===== config.mk =====
export PLATFORM = sky130hd
export DESIGN_NAME = ws2812_frame_receiver
export DESIGN_NICKNAME = d
export VERILOG_FILES = /design/src/rtl/ws2812_pkg.sv /design/src/rtl/ws2812_pulse_meter.sv /design/src/rtl/ws2812_frame_receiver.sv
export SDC_FILE = /design/constraint.sdc
export NUM_CORES = 1
export LEC_CHECK = 0
export BUFFER_PORTS_ARGS = -buffer_cell sky130_fd_sc_hd__clkbuf_2
export CORE_MARGIN = 3
export CORE_UTILIZATION = 35
export DETAILED_ROUTE_END_ITERATION = 10
export GPL_TIMING_DRIVEN = 0
export HOLD_SLACK_MARGIN = 0.06
export PLACE_DENSITY = 0.54
export REMOVE_ABC_BUFFERS = 1
export SLEW_MARGIN = 20
export SYNTH_ARGS = -nofsm -noshare
export SYNTH_HDL_FRONTEND = slang
export SYNTH_SLANG_ARGS = --single-unit

===== constraint.sdc =====
create_clock -name clk -period 18.5 [get_ports clk]
set_input_delay 2.775 -clock clk [delete_from_list [all_inputs] [get_ports clk]]
set_output_delay 2.775 -clock clk [all_outputs]
set_load 0.005 [all_outputs]

===== src/rtl/ws2812_pkg.sv =====
// ws2812_pkg: constants, default timing counts and FSM state type shared
// by the WS2812 frame receiver and its pulse meter.
package ws2812_pkg;

    localparam int BITS_PER_LED        = 24;
    localparam int DEF_NUM_LEDS        = 8;
    localparam int DEF_BIT_THRESHOLD   = 15;
    localparam int DEF_MIN_HIGH_CYCLES = 3;
    localparam int DEF_MAX_HIGH_CYCLES = 40;
    localparam int DEF_RESET_CYCLES    = 1250;

    typedef enum logic [1:0] {
        SYNC,
        IDLE,
        HIGH,
        LOW
    } rx_state_t;

    // Width of the saturating high/low counters.
    function automatic int cnt_width(input int reset_cycles);
        return $clog2(reset_cycles + 1);
    endfunction

endpackage


===== src/rtl/ws2812_pulse_meter.sv =====
// ws2812_pulse_meter: synchronizes din, detects edges and measures the
// current high and low run lengths in clk cycles.
// Ports:
//   clk, rst    : clock, asynchronous active-high reset
//   din         : raw serial line (asynchronous)
//   rise, fall  : one-cycle registered edge pulses
//   level       : line level aligned with the counters and edge pulses
//   high_cnt    : length of the current/last high run (saturating)
//   low_cnt     : length of the current/last low run (saturating)
module ws2812_pulse_meter
    import ws2812_pkg::*;
#(
    parameter int RESET_CYCLES = DEF_RESET_CYCLES,
    parameter int CNT_W        = cnt_width(RESET_CYCLES)
) (
    input  logic             clk,
    input  logic             rst,
    input  logic             din,
    output logic             rise,
    output logic             fall,
    output logic             level,
    output logic [CNT_W-1:0] high_cnt,
    output logic [CNT_W-1:0] low_cnt
);

    localparam logic [CNT_W-1:0] SAT = CNT_W'(RESET_CYCLES);
    localparam logic [CNT_W-1:0] ONE = CNT_W'(1);

    logic s1;
    logic s2;
    logic prev;

    // Each counter restarts at 1 on its own run's first cycle and holds
    // its value through the opposite run, so high_cnt is the full pulse
    // width in the cycle the fall pulse is seen.
    always_ff @(posedge clk or posedge rst) begin
        if (rst) begin
            s1       <= 1'b0;
            s2       <= 1'b0;
            prev     <= 1'b0;
            rise     <= 1'b0;
            fall     <= 1'b0;
            high_cnt <= '0;
            low_cnt  <= '0;
        end else begin
            s1   <= din;
            s2   <= s1;
            prev <= s2;
            rise <= s2 & ~prev;
            fall <= ~s2 & prev;

            if (s2 && !prev) begin
                high_cnt <= ONE;
            end else if (s2 && high_cnt != SAT) begin
                high_cnt <= high_cnt + ONE;
            end

            if (!s2 && prev) begin
                low_cnt <= ONE;
            end else if (!s2 && low_cnt != SAT) begin
                low_cnt <= low_cnt + ONE;
            end
        end
    end

    assign level = prev;

endmodule


===== src/rtl/ws2812_frame_receiver.sv =====
// ws2812_frame_receiver: decodes a WS2812 pulse-width stream into 24-bit
// frames and publishes a complete set atomically on each line-reset gap.
// Ports:
//   clk, rst      : clock, asynchronous active-high reset
//   din           : serial line (asynchronous)
//   frames_out    : latched set, LEDn in [24n+23:24n]
//   frames_valid  : one-cycle pulse when frames_out updates
//   frames_count  : complete frames in the last set (saturates)
//   overflow      : with frames_valid, more frames than slots arrived
//   bit_valid     : one-cycle pulse per decoded bit, value on bit_value
//   error         : one-cycle pulse on glitch, long high or partial frame
module ws2812_frame_receiver
    import ws2812_pkg::*;
#(
    parameter int NUM_LEDS        = DEF_NUM_LEDS,
    parameter int BIT_THRESHOLD   = DEF_BIT_THRESHOLD,
    parameter int MIN_HIGH_CYCLES = DEF_MIN_HIGH_CYCLES,
    parameter int MAX_HIGH_CYCLES = DEF_MAX_HIGH_CYCLES,
    parameter int RESET_CYCLES    = DEF_RESET_CYCLES
) (
    input  logic                             clk,
    input  logic                             rst,
    input  logic                             din,
    output logic [NUM_LEDS*BITS_PER_LED-1:0] frames_out,
    output logic                             frames_valid,
    output logic [3:0]                       frames_count,
    output logic                             overflow,
    output logic                             bit_valid,
    output logic                             bit_value,
    output logic                             error
);

    localparam int CW = cnt_width(RESET_CYCLES);
    localparam int FW = $clog2(NUM_LEDS + 1);
    localparam int FB = NUM_LEDS * BITS_PER_LED;

    localparam logic [CW-1:0] RESET_CNT = CW'(RESET_CYCLES);
    localparam logic [CW-1:0] THR_CNT   = CW'(BIT_THRESHOLD);
    localparam logic [CW-1:0] MIN_CNT   = CW'(MIN_HIGH_CYCLES);
    localparam logic [CW-1:0] MAX_CNT   = CW'(MAX_HIGH_CYCLES);
    localparam logic [FW-1:0] LED_CNT   = FW'(NUM_LEDS);
    localparam logic [4:0]    LAST_BIT  = 5'(BITS_PER_LED - 1);

    logic          rise;
    logic          fall;
    logic          level;
    logic [CW-1:0] high_cnt;
    logic [CW-1:0] low_cnt;

    ws2812_pulse_meter #(
        .RESET_CYCLES (RESET_CYCLES),
        .CNT_W        (CW)
    ) u_meter (
        .clk      (clk),
        .rst      (rst),
        .din      (din),
        .rise     (rise),
        .fall     (fall),
        .level    (level),
        .high_cnt (high_cnt),
        .low_cnt  (low_cnt)
    );

    rx_state_t               state;
    logic [BITS_PER_LED-1:0] shift_reg;
    logic [4:0]              bit_idx;
    logic [FW-1:0]           frame_idx;
    logic                    ovf_flag;
    logic [FB-1:0]           work_buf;

    logic                    bit_now;
    logic [BITS_PER_LED-1:0] next_frame;
    logic                    gap;

    assign bit_now    = (high_cnt >= THR_CNT);
    assign next_frame = {shift_reg[BITS_PER_LED-2:0], bit_now};
    assign gap        = (low_cnt == RESET_CNT);

    always_ff @(posedge clk or posedge rst) begin
        if (rst) begin
            state        <= SYNC;
            shift_reg    <= '0;
            bit_idx      <= '0;
            frame_idx    <= '0;
            ovf_flag     <= 1'b0;
            work_buf     <= '0;
            frames_out   <= '0;
            frames_valid <= 1'b0;
            frames_count <= '0;
            overflow     <= 1'b0;
            bit_valid    <= 1'b0;
            bit_value    <= 1'b0;
            error        <= 1'b0;
        end else begin
            frames_valid <= 1'b0;
            overflow     <= 1'b0;
            bit_valid    <= 1'b0;
            error        <= 1'b0;

            unique case (state)
                SYNC: begin
                    // Only a low run of the full gap length synchronizes.
                    if (!level && gap) begin
                        state <= IDLE;
                    end
                end

                IDLE: begin
                    if (rise) begin
                        state <= HIGH;
                    end
                end

                LOW: begin
                    if (gap) begin
                        if (bit_idx != '0) begin
                            error <= 1'b1;
                        end else if (frame_idx != '0) begin
                            frames_out   <= work_buf;
                            frames_count <= 4'(frame_idx);
                            overflow     <= ovf_flag;
                            frames_valid <= 1'b1;
                        end
                        shift_reg <= '0;
                        bit_idx   <= '0;
                        frame_idx <= '0;
                        ovf_flag  <= 1'b0;
                        work_buf  <= '0;
                        // A rise coinciding with the gap starts the next set.
                        state     <= rise ? HIGH : IDLE;
                    end else if (rise) begin
                        state <= HIGH;
                    end
                end

                HIGH: begin
                    if (high_cnt > MAX_CNT) begin
                        error     <= 1'b1;
                        shift_reg <= '0;
                        bit_idx   <= '0;
                        frame_idx <= '0;
                        ovf_flag  <= 1'b0;
                        work_buf  <= '0;
                        state     <= SYNC;
                    end else if (fall) begin
                        state <= LOW;
                        if (high_cnt < MIN_CNT) begin
                            error <= 1'b1;
                        end else begin
                            bit_valid <= 1'b1;
                            bit_value <= bit_now;
                            shift_reg <= next_frame;
                            if (bit_idx == LAST_BIT) begin
                                bit_idx <= '0;
                                if (frame_idx < LED_CNT) begin
                                    for (int i = 0; i < NUM_LEDS; i++) begin
                                        if (frame_idx == FW'(i)) begin
                                            work_buf[i*BITS_PER_LED +: BITS_PER_LED]
                                                <= next_frame;
                                        end
                                    end
                                    frame_idx <= frame_idx + FW'(1);
                                end else begin
                                    ovf_flag <= 1'b1;
                                end
                            end else begin
                                bit_idx <= bit_idx + 5'd1;
                            end
                        end
                    end
                end

                default: state <= SYNC;
            endcase
        end
    end

endmodule

==> out/qor.yml, run 1 <==
vdd_drop_max_mv: 0.06408
finalWorstPathRequiredPeriod_ns: 4.053
n_fill_cell: 4540
initial_core_util_pct: 35.77
hold_slack_ns: 0.3534
wl_um: 46170
finalWorstSetupSlack_ns: 14.45
post_dp_cell_area_sq_um: 20020
clk_pin_slew_ns: 0.06
post-cts-setup-buffers: 0
antenna_found_initial: 0
die_x_um: 230.6
dp_hpwl_um: 31130
ys_seq_elements: 455
cts-hold-fix-buffers: 0
post-route-period-util_pct: 21.91
cts_tree: "yes"
dr.first_iter.drc_count: 812
worst_setup_path_end_kind: "async pin"
multi_input_area_sq_um: 5833
netlist_area_sq_um: 17650
finalMaxSlewViolations: 0
htreeDepth: 2
maxSlewHeadroom_pct: 25.54
finalHoldViolCount: 0
instances_no_fill: 2136
cts.sinks: 455
final_common_cell: "dfrtp_1"
status: "complete, no violations"
async_reset_ff_share_pct: 100.0
cts_root_buf: "clkbuf_16"
place_ws_ns: 13.75
grt_pass1_vias: 11622
synth_edf_count: 0
max_freq_ghz: 0.2467
powerDensity_nw_per_um2: 91.95
finalClockSkew_ns: 0.02070
synth_top_area_cell: "dfrtp_1"
min_path_cells: 0
synth_cell_types: 53
area_delta_synth_final_pct: 22.09
crit_arrival_ns: 4.76
synthTopCellsByArea: "dfrtp_1, mux2_2, a32o_1"
grtUsageTotal_pct: 17.38
cts_buffer_depth: 3
maxCapViolCount: 0
vias: 11447
rows: 81
setup_viol: 0
synth_top_area_share_pct: 64.50
numCtsBuffers: 49
syn_area_per_cell_sq_um: 14.09
tightest_slew_ns: 1.113
port-buffer-count: 203
final_nets: 1453
seqCellArea_sq_um: 11390
rsz0062_at_grt: "no"
remaining_drc_errors: 0
syn_inst: 1253
yosysWarnings: 0
gp_congestion: 0.7717
drive_gt1_share_pct: 36.89
insertion_delay_ns: 0.58
yosysSeqAreaShare_pct: 64.50
coreArea_sq_um: 49360
worstSetupPathType: "input pin to async pin"
io_pins: 204
worstRegToRegCells: 5
critPathMaxFanout: 105
vias_per_cell: 5.359
drt-pass1-iter-count: 7
fin_util_pct: 43.67
die_area_sq_um: 53170
die_h_um: 230.6
diodes: 0
required_ns: 19.21
grt_pass1_wl_um: 71830
final_cell_area_sq_um: 21550
startpoint_type: "input pin"
grt_max_degree: 106
post_cts_resized: 0
hold_class: "flop to flop"
wl_per_cell_um: 21.62
postRouteAntennaNets: 0
power_leakage_uw: 0.01047
mostFrequentLayoutCells: "dfrtp_1, clkbuf_2, mux2_2, a32o_1, nand2_1"
dpl.cell_count: 2052
ys.flop_type: "dfrtp_1"
gr-total-overflow: 0
worst paths after layout:
kind                                           from        endpoint  slack (ns)
worst max-delay path                            rst   work_buf[151]       14.45
worst min-delay path                     u_meter.s1      u_meter.s2        0.35
worst max register to register  u_meter.high_cnt[6]   work_buf[144]       14.92
worst min register to register           u_meter.s1      u_meter.s2        0.35
max in group clk                     frames_out[88]  frames_out[88]       14.57
min in group asynchronous                       rst    frames_valid        2.23
cell usage after synthesis (9+ instances only):
| cell | instances |
|---|---|
| dfrtp_1 | 455 |
| mux2_2 | 202 |
| a32o_1 | 138 |
| nand2_1 | 74 |
| clkbuf_1 | 60 |
| a22o_1 | 48 |
| buf_2 | 42 |
| o21ai_0 | 37 |
| nor2_1 | 35 |
| a21oi_1 | 14 |
| inv_1 | 12 |
| nand3_1 | 12 |
| ha_1 | 11 |
| nor3_1 | 9 |
report_power, final:
part           switching, uW  total (uW)  internal, uW  leakage [uW]
Combinational           29.4        38.6          9.17       0.00338
Sequential              8.80        1010          1000       0.00634
Clock                    395         934           539      0.000744
through the flow:
| stage | setup TNS [ns] | total power (uW) |
|---|---|---|
| 2_1_floorplan | 0 | 1053 |
| 3_3_place_gp | -810.00 | 1064 |
| 3_5_place_dp | 0 | 1068 |
| 4_1_cts | 0 | 2015 |
| 5_1_grt | 0 | 2062 |
| 6_report | 0 | 1982 |
cell type report:
| cell class | instances | share of cell area (%) |
|---|---|---|
| timing repair buffer | 248 | 8.911 |
| sequential | 455 | 52.83 |
| clock inverter | 12 | 0.5864 |
| multi-input combinational | 673 | 27.07 |
| clock buffer | 72 | 6.508 |
| tap | 664 | 3.855 |
| inverter | 12 | 0.2438 |
logic make-up after synthesis:
logic type               after synthesis  synth area share [%]
flip-flops                           455                 64.50
AO/OA/AOI/OAI                        271                 13.24
multiplexers                         204                 13.01
AND/OR/NAND/NOR                      177                 4.763
buffers and inverters                125                 3.211
adder cells (fa/ha/maj)               11                0.7796
XOR/XNOR                              10                0.4962
critical path, cell delays in order:
cell and delay (ns):
clkbuf_2 0.12, inv_8 0.35, buf_16 0.45, buf_16 0.40, buf_16 0.41
routing by layer:
layer	wire, um	part of all wire [%]	GRT usage (%)
met5	0	0	0
met4	978	2.1	4.482
met3	2411	5.2	3.381
met2	21620	47	27.47
met1	21160	46	24.66
Note: power is estimated with default switching activity, not from simulation.
==> inputs of run 2 (changes only) <==
==> constraint.sdc (replaced) <==
create_clock -name clk -period 3.9 [get_ports clk]
set_input_delay 0.585 -clock clk [delete_from_list [all_inputs] [get_ports clk]]
set_output_delay 0.585 -clock clk [all_outputs]
set_load 0.005 [all_outputs]
==> out/qor.yml, run 2 (synthesis gave the netlist of run 1 again) <==
wl_um: 46200  # about the same
rows: 81  # unchanged
finalClockSkew_ns: 0.02434  # +0.003637 ns
n_fill_cell: 4539  # -0.022%
max_freq_ghz: 0.2796
hold_end: "u_meter.s1"
die_area_sq_um: 53170  # unchanged
vias_per_cell: 5.352  # -0.13%
finalMaxSlewViolations: 0  # unchanged
seqCellArea_sq_um: 11390  # unchanged
hold_slack_ns: 0.1147  # -0.2387 ns
finalWorstSetupSlack_ns: 0.3236  # -14.12 ns
gr-total-overflow: 0  # unchanged
die_x_um: 230.6  # unchanged
initial_core_util_pct: 35.77  # unchanged
hold_class: "input pin to flop"
crit-reg2reg-launch: "u_meter.high_cnt[6]"
drive_gt1_share_pct: 36.86  # about the same
cts_root_buf: "clkbuf_16"
pwr-share-comb_pct: 2.0  # about the same
power_leakage_uw: 0.01047  # about the same
dr.first_iter.drc_count: 804  # -0.99%
powerDensity_nw_per_um2: 436.0  # +370%
post_cts_resized: 0  # unchanged
wl_per_cell_um: 21.62  # about the same
vias: 11437  # -0.087%
remaining_drc_errors: 0  # unchanged
worst_setup_path_end_kind: "flop"
area_delta_synth_final_pct: 22.14  # about the same
die_h_um: 230.6  # unchanged
cts_tree: "yes"
r2r_slack_ns: 0.32  # -14.60 ns
multi_input_area_sq_um: 5833  # unchanged
pwr-share-seq_pct: 50.9  # about the same
vdd_drop_max_mv: 0.3058  # +380%
power_frac_clock_pct: 47.1  # about the same
final_nets: 1454  # +0.069%
port-buffer-count: 203  # unchanged
insertion_delay_ns: 0.58  # about the same
maxSlewHeadroom_pct: 25.74  # +0.20 points
critPathMaxFanout: 24  # -77%
clk_pin_slew_ns: 0.06  # about the same
status: "complete, no violations"
rr_endpoint: "work_buf[144]"
tightest_slew_ns: 1.114  # +0.001289 ns
power_switching_uw: 2054  # +370%
crit_arrival_ns: 4.04  # -0.72 ns
grt_max_degree: 106  # unchanged
dp_hpwl_um: 31130  # unchanged
coreArea_sq_um: 49360  # unchanged
antenna_found_initial: 0  # unchanged
p_int_uw: 7347  # +370%
grtUsageTotal_pct: 17.39  # about the same
switching_share_pct: 21.85  # about the same
drt-pass1-iter-count: 5  # -2
finalHoldViolCount: 0  # unchanged
post-route-period-util_pct: 91.70
maxCapViolCount: 0  # unchanged
setup_viol: 0  # unchanged
fin_util_pct: 43.69  # about the same
gp_congestion: 0.7717  # unchanged
required_ns: 4.36  # -14.85 ns
grt_pass1_wl_um: 71870  # about the same
place_ws_ns: 0.3260  # -13.43 ns
worstSetupPathType: "flop to flop"
io_pins: 204  # unchanged
cts.sinks: 455  # unchanged
htreeDepth: 2  # unchanged
mostFrequentLayoutCells: "dfrtp_1, clkbuf_2, mux2_2, a32o_1, nand2_1"
worstHoldStart: "din"
startpoint_type: "flop"
postRouteAntennaNets: 0  # unchanged
final_common_cell: "dfrtp_1"
worstRegToRegCells: 5  # unchanged
diodes: 0  # unchanged
min_path_cells: 1  # +1
cts_buffer_depth: 3  # unchanged
finalWorstPathRequiredPeriod_ns: 3.576
grt_pass1_vias: 11630  # +0.069%
numCtsBuffers: 49  # unchanged
rsz0062_at_grt: "no"
-- run 2: changes by cell type in the layout (fill, tap and decap cells not counted) --
cell,before,now
dlygate4sd3_1,0,1
-- run 2: critical path, stage by stage (launching register included) --
cell     delay, ns
dfrtp_1       0.45
or3_1         0.41
or3_1         0.50
or2_1         0.68
o21ai_4       1.04
mux2_1        0.38
-- run 2: power by group through the flow --
stage | Clock (uW) | Combinational, uW | Sequential, uW
3_3_place_gp | 0 | 171 | 4880
3_5_place_dp | 0 | 192 | 4870
6_report | 4430 | 185 | 4790
5_1_grt | 4770 | 221 | 4790
4_1_cts | 4580 | 193 | 4790
2_1_floorplan | 0 | 131 | 4870
-- run 2: timing repair --
item                                    in CTS  in global routing
hold buffers                                 1                  0
hold endpoints to repair                    16                  0
endpoints found under the setup margin       0                  0
buffers inserted                             0                  0
-- run 2: worst max-delay path by stage --
stage,endpoint,cells after the start,start
2_1_floorplan,bit_idx[0],1,rst
3_3_place_gp,frames_out[127],2,rst
3_5_place_dp,work_buf[168],5,u_meter.high_cnt[6]
4_1_cts,work_buf[168],5,u_meter.high_cnt[6]
5_1_grt,work_buf[168],5,u_meter.high_cnt[6]
6_report,work_buf[144],5,u_meter.high_cnt[6]
-- run 2: area by class of cell --
cell class | count | area share, %
flip-flops and latches | 455 | 52.81
multi-input cells | 673 | 27.05
repair buffers | 249 | 8.954
clock buffers | 72 | 6.505
well taps | 664 | 3.853
clock inverters | 12 | 0.5861
inverters | 12 | 0.2437
-- run 2: metrics by stage --
stage	cells	total power [uW]	TNS, ns	area (sq um)
floorplan	1140	4996	-5885.25	17130
global placement	2007	5046	-9853.50	18980
detailed placement	2052	5064	0	20020
CTS	2137	9559	0	21560
global route	2137	9782	0	21560
finish	2137	9401	0	21560
-- run 2: per-layer routing --
metal | vias up | part of all wire [%] | GRT usage (%)
met5 | - | 0 | 0
met4 | 0 | 2.1 | 4.482
met3 | 68 | 5.3 | 3.381
met2 | 292 | 47 | 27.48
met1 | 6038 | 46 | 24.67
li1 | 5039 | - | -
==> inputs of run 3 (changes only) <==
--- a/config.mk
+++ b/config.mk
@@ -5,6 +5,7 @@
 export SDC_FILE = /design/constraint.sdc
 export NUM_CORES = 1
 export LEC_CHECK = 0
+export ABC_AREA = 1
 export BUFFER_PORTS_ARGS = -buffer_cell sky130_fd_sc_hd__clkbuf_2
 export CORE_MARGIN = 3
 export CORE_UTILIZATION = 35
==> constraint.sdc (replaced) <==
create_clock -name clk -period 4.1 [get_ports clk]
set_input_delay 0.615 -clock clk [delete_from_list [all_inputs] [get_ports clk]]
set_output_delay 0.615 -clock clk [all_outputs]
set_load 0.005 [all_outputs]
==> out/qor.yml, run 3 <==
synth_compound_area_share_pct: 1.738  # -12 points
yosys-top-cells-count: "nand2_1, dfrtp_1, nand3_1"
syn_area_per_cell_sq_um: 8.799  # -38%
dr.first_iter.drc_count: 1203  # +50%
cts_tree: "yes"
wl_um: 52750  # +14%
vias: 14554  # +27%
synth_cell_types: 31  # -42%
drive_gt1_share_pct: 15.29  # -22 points
dp_hpwl_um: 31970  # +2.7%
finalMaxSlewViolations: 0  # unchanged
die_x_um: 238.6  # +3.5%
post-cts-setup-buffers: 0  # unchanged
numCtsBuffers: 50  # +2.0%
setup_viol: 0  # unchanged
crit_arrival_ns: 3.83  # -0.21 ns
clk_pin_slew_ns: 0.06  # about the same
synthTopCellsByArea: "dfrtp_1, nand2_1, nand3_1"
drt-pass1-iter-count: 6  # +1
netlist_area_sq_um: 18940  # +7.3%
cts-hold-fix-buffers: 1  # unchanged
max_freq_ghz: 0.2977  # +6.5%
yosysMostFrequentCell: "nand2_1"
diodes: 0  # unchanged
synth.area.mux_share_pct: 0  # -13 points
routed.top_layer: "met4"
die_area_sq_um: 56930  # +7.1%
power_frac_clock_pct: 49.9  # +2.8 points
ys.flop_type: "dfrtp_1"
syn_inst: 2152  # +72%
insertion_delay_ns: 0.60  # +0.02 ns
async_reset_ff_share_pct: 100.0  # unchanged
ys_seq_elements: 455  # unchanged
mostFrequentLayoutCells: "nand2_1, dfrtp_1, nand3_1, clkbuf_2, inv_1"
grt_max_degree: 109  # +2.8%
maxSlewHeadroom_pct: 31.22  # +5.5 points
synth-xor-area-share_pct: 0.4625  # -0.034 points
remaining_drc_errors: 0  # unchanged
rows: 84  # +3.7%
antenna_found_initial: 0  # unchanged
startpoint_type: "flop"
post-route-period-util_pct: 81.92  # -9.8 points
pwr-share-seq_pct: 48.1  # -2.8 points
io_pins: 204  # unchanged
cts_buffer_depth: 3  # unchanged
hold_slack_ns: 0.1427  # +0.02797 ns
synthAdderAreaFrac_pct: 0.7268  # -0.053 points
vdd_drop_max_mv: 0.2793  # -8.7%
fin_total_pwr_uw: 9414  # +0.14%
die_h_um: 238.6  # +3.5%
rsz0062_at_grt: "no"
finalHoldViolCount: 0  # unchanged
m1WireLength_um: 24430  # +16%
power_switching_uw: 2042  # -0.58%
synth_top_area_cell: "dfrtp_1"
powerDensity_nw_per_um2: 420.6  # -3.5%
grt_pass1_wl_um: 84210  # +17%
gp_congestion: 0.7507  # -2.7%
cts_root_buf: "clkbuf_16"
power_leakage_uw: 0.01237  # +18%
yosysSeqAreaShare_pct: 60.13  # -4.4 points
final_nets: 2331  # +60%
met2_length_um: 24790  # +14%
grtUsageTotal_pct: 18.77  # +1.4 points
finalWorstPathRequiredPeriod_ns: 3.359  # -0.2176 ns
p_int_uw: 7372  # +0.34%
synthSimpleGateAreaFrac_pct: 31.88  # +27 points
n_fill_cell: 5270  # +16%
synth_top_area_share_pct: 60.13  # -4.4 points
post_cts_resized: 0  # unchanged
switching_share_pct: 21.69  # -0.16 points
vias_per_cell: 4.784  # -11%
wl_per_cell_um: 17.34  # -20%
initial_core_util_pct: 35.68  # -0.090 points
dr_wl_met3_um: 2631  # +7.8%
yosysWarnings: 0  # unchanged
maxCapViolCount: 0  # unchanged
status: "complete, no violations"
worst_setup_path_end_kind: "flop"
port-buffer-count: 203  # unchanged
required_ns: 4.57  # +0.21 ns
worstSetupPathType: "flop to flop"
critPathMaxFanout: 25  # +4.2%
coreArea_sq_um: 53080  # +7.5%
finalClockSkew_ns: 0.02321  # -0.001129 ns
synth_edf_count: 0  # unchanged
postRouteAntennaNets: 0  # unchanged
htreeDepth: 2  # unchanged
pwr-share-comb_pct: 2.0  # about the same
grt_pass1_vias: 14346  # +23%
final_common_cell: "nand2_1"
area_delta_synth_final_pct: 18.19
hold_class: "input pin to flop"
tightest_slew_ns: 1.029  # -0.08460 ns
gr-total-overflow: 0  # unchanged
synth_top_family_by_area: "simple AND/OR/NAND/NOR gates"
cts.sinks: 455  # unchanged
## run 3: cell count changes in the layout (fill, tap and decap cells not counted), sizes merged, moves of 8 or more
cell,change
nand2,+1003
nand3,+209
mux2,-204
a32o,-138
inv,+66
nor2,+60
a22o,-48
buf,-27
nand4,+9
or3,-8
## run 3: cell families (layout without fill, tap and decap cells)
logic type	after synthesis	in the layout
AOI/OAI and AO/OA	64	64
adders and majority gates	11	11
DFF	455	455
and+or+nand+nor	1424	1424
xor gates and xnor gates	10	10
buffers and inverters	188	390
## run 3: through the flow
stage               utilization, %  setup TNS [ns]  cells  area (sq um)  setup slack [ns]
finish                       42.17               0   3042         22380            0.7412
global route                 42.17               0   3042         22380            0.4253
CTS                          42.17               0   3042         22380            0.6563
detailed placement           38.90               0   2952         20650            0.6663
global placement             37.96        -9529.93   2934         20150            -14.37
floorplan                        -        -5152.88   2043         18270            -9.199
## run 3: cell type report
type	instances	area, sq um	share of cell area (%)
clock buffers	67	1385	6.189
clock inverters	22	337.8	1.509
inverters	79	311.5	1.392
multi-input cells	1509	6615	29.56
flip-flops and latches	455	11390	50.87
well taps	688	860.8	3.846
repair buffers	222	1484	6.631
## run 3: final timing paths
| path | start | slack [ns] | endpoint | depth (start not counted) |
|---|---|---|---|---|
| setup / recovery | u_meter.high_cnt[0] | 0.74 | work_buf[135] | 13 |
| hold / removal | din | 0.14 | u_meter.s1 | 1 |
| setup reg to reg | u_meter.high_cnt[0] | 0.74 | work_buf[135] | 13 |
| hold reg to reg | u_meter.s1 | 0.35 | u_meter.s2 | 0 |
| max in group asynchronous | rst | 2.07 | frames_out[129] | 5 |
| min in group asynchronous | rst | 0.63 | frames_out[149] | 3 |
## run 3: critical path: stages, from the launching register on
cell and delay, ns:
dfrtp_1 0.41, inv_1 0.12, ha_1 0.21, inv_1 0.05, nor2_1 0.03, nand2_1 0.08
nand2_2 0.12, nand3_4 0.32, buf_12 0.29, nor2_1 0.11, nor2_4 0.75, nand2_4 0.49
nand2_1 0.18, nand2_1 0.06
## run 3: routing by layer
metal | vias to the layer above | global-route usage (%)
li1 | 7067 | -
met5 | - | 0
met2 | 298 | 30.36
met3 | 66 | 2.792
met4 | 0 | 4.178
met1 | 7123 | 26.88
## run 3: power groups by stage
stage / sequential (uW) / combinational [uW] / clock (uW)
2_1_floorplan: 4610 / 131 / 0
3_3_place_gp: 4610 / 176 / 0
3_5_place_dp: 4610 / 193 / 0
4_1_cts: 4530 / 194 / 4830
5_1_grt: 4530 / 222 / 5010
6_report: 4530 / 186 / 4700
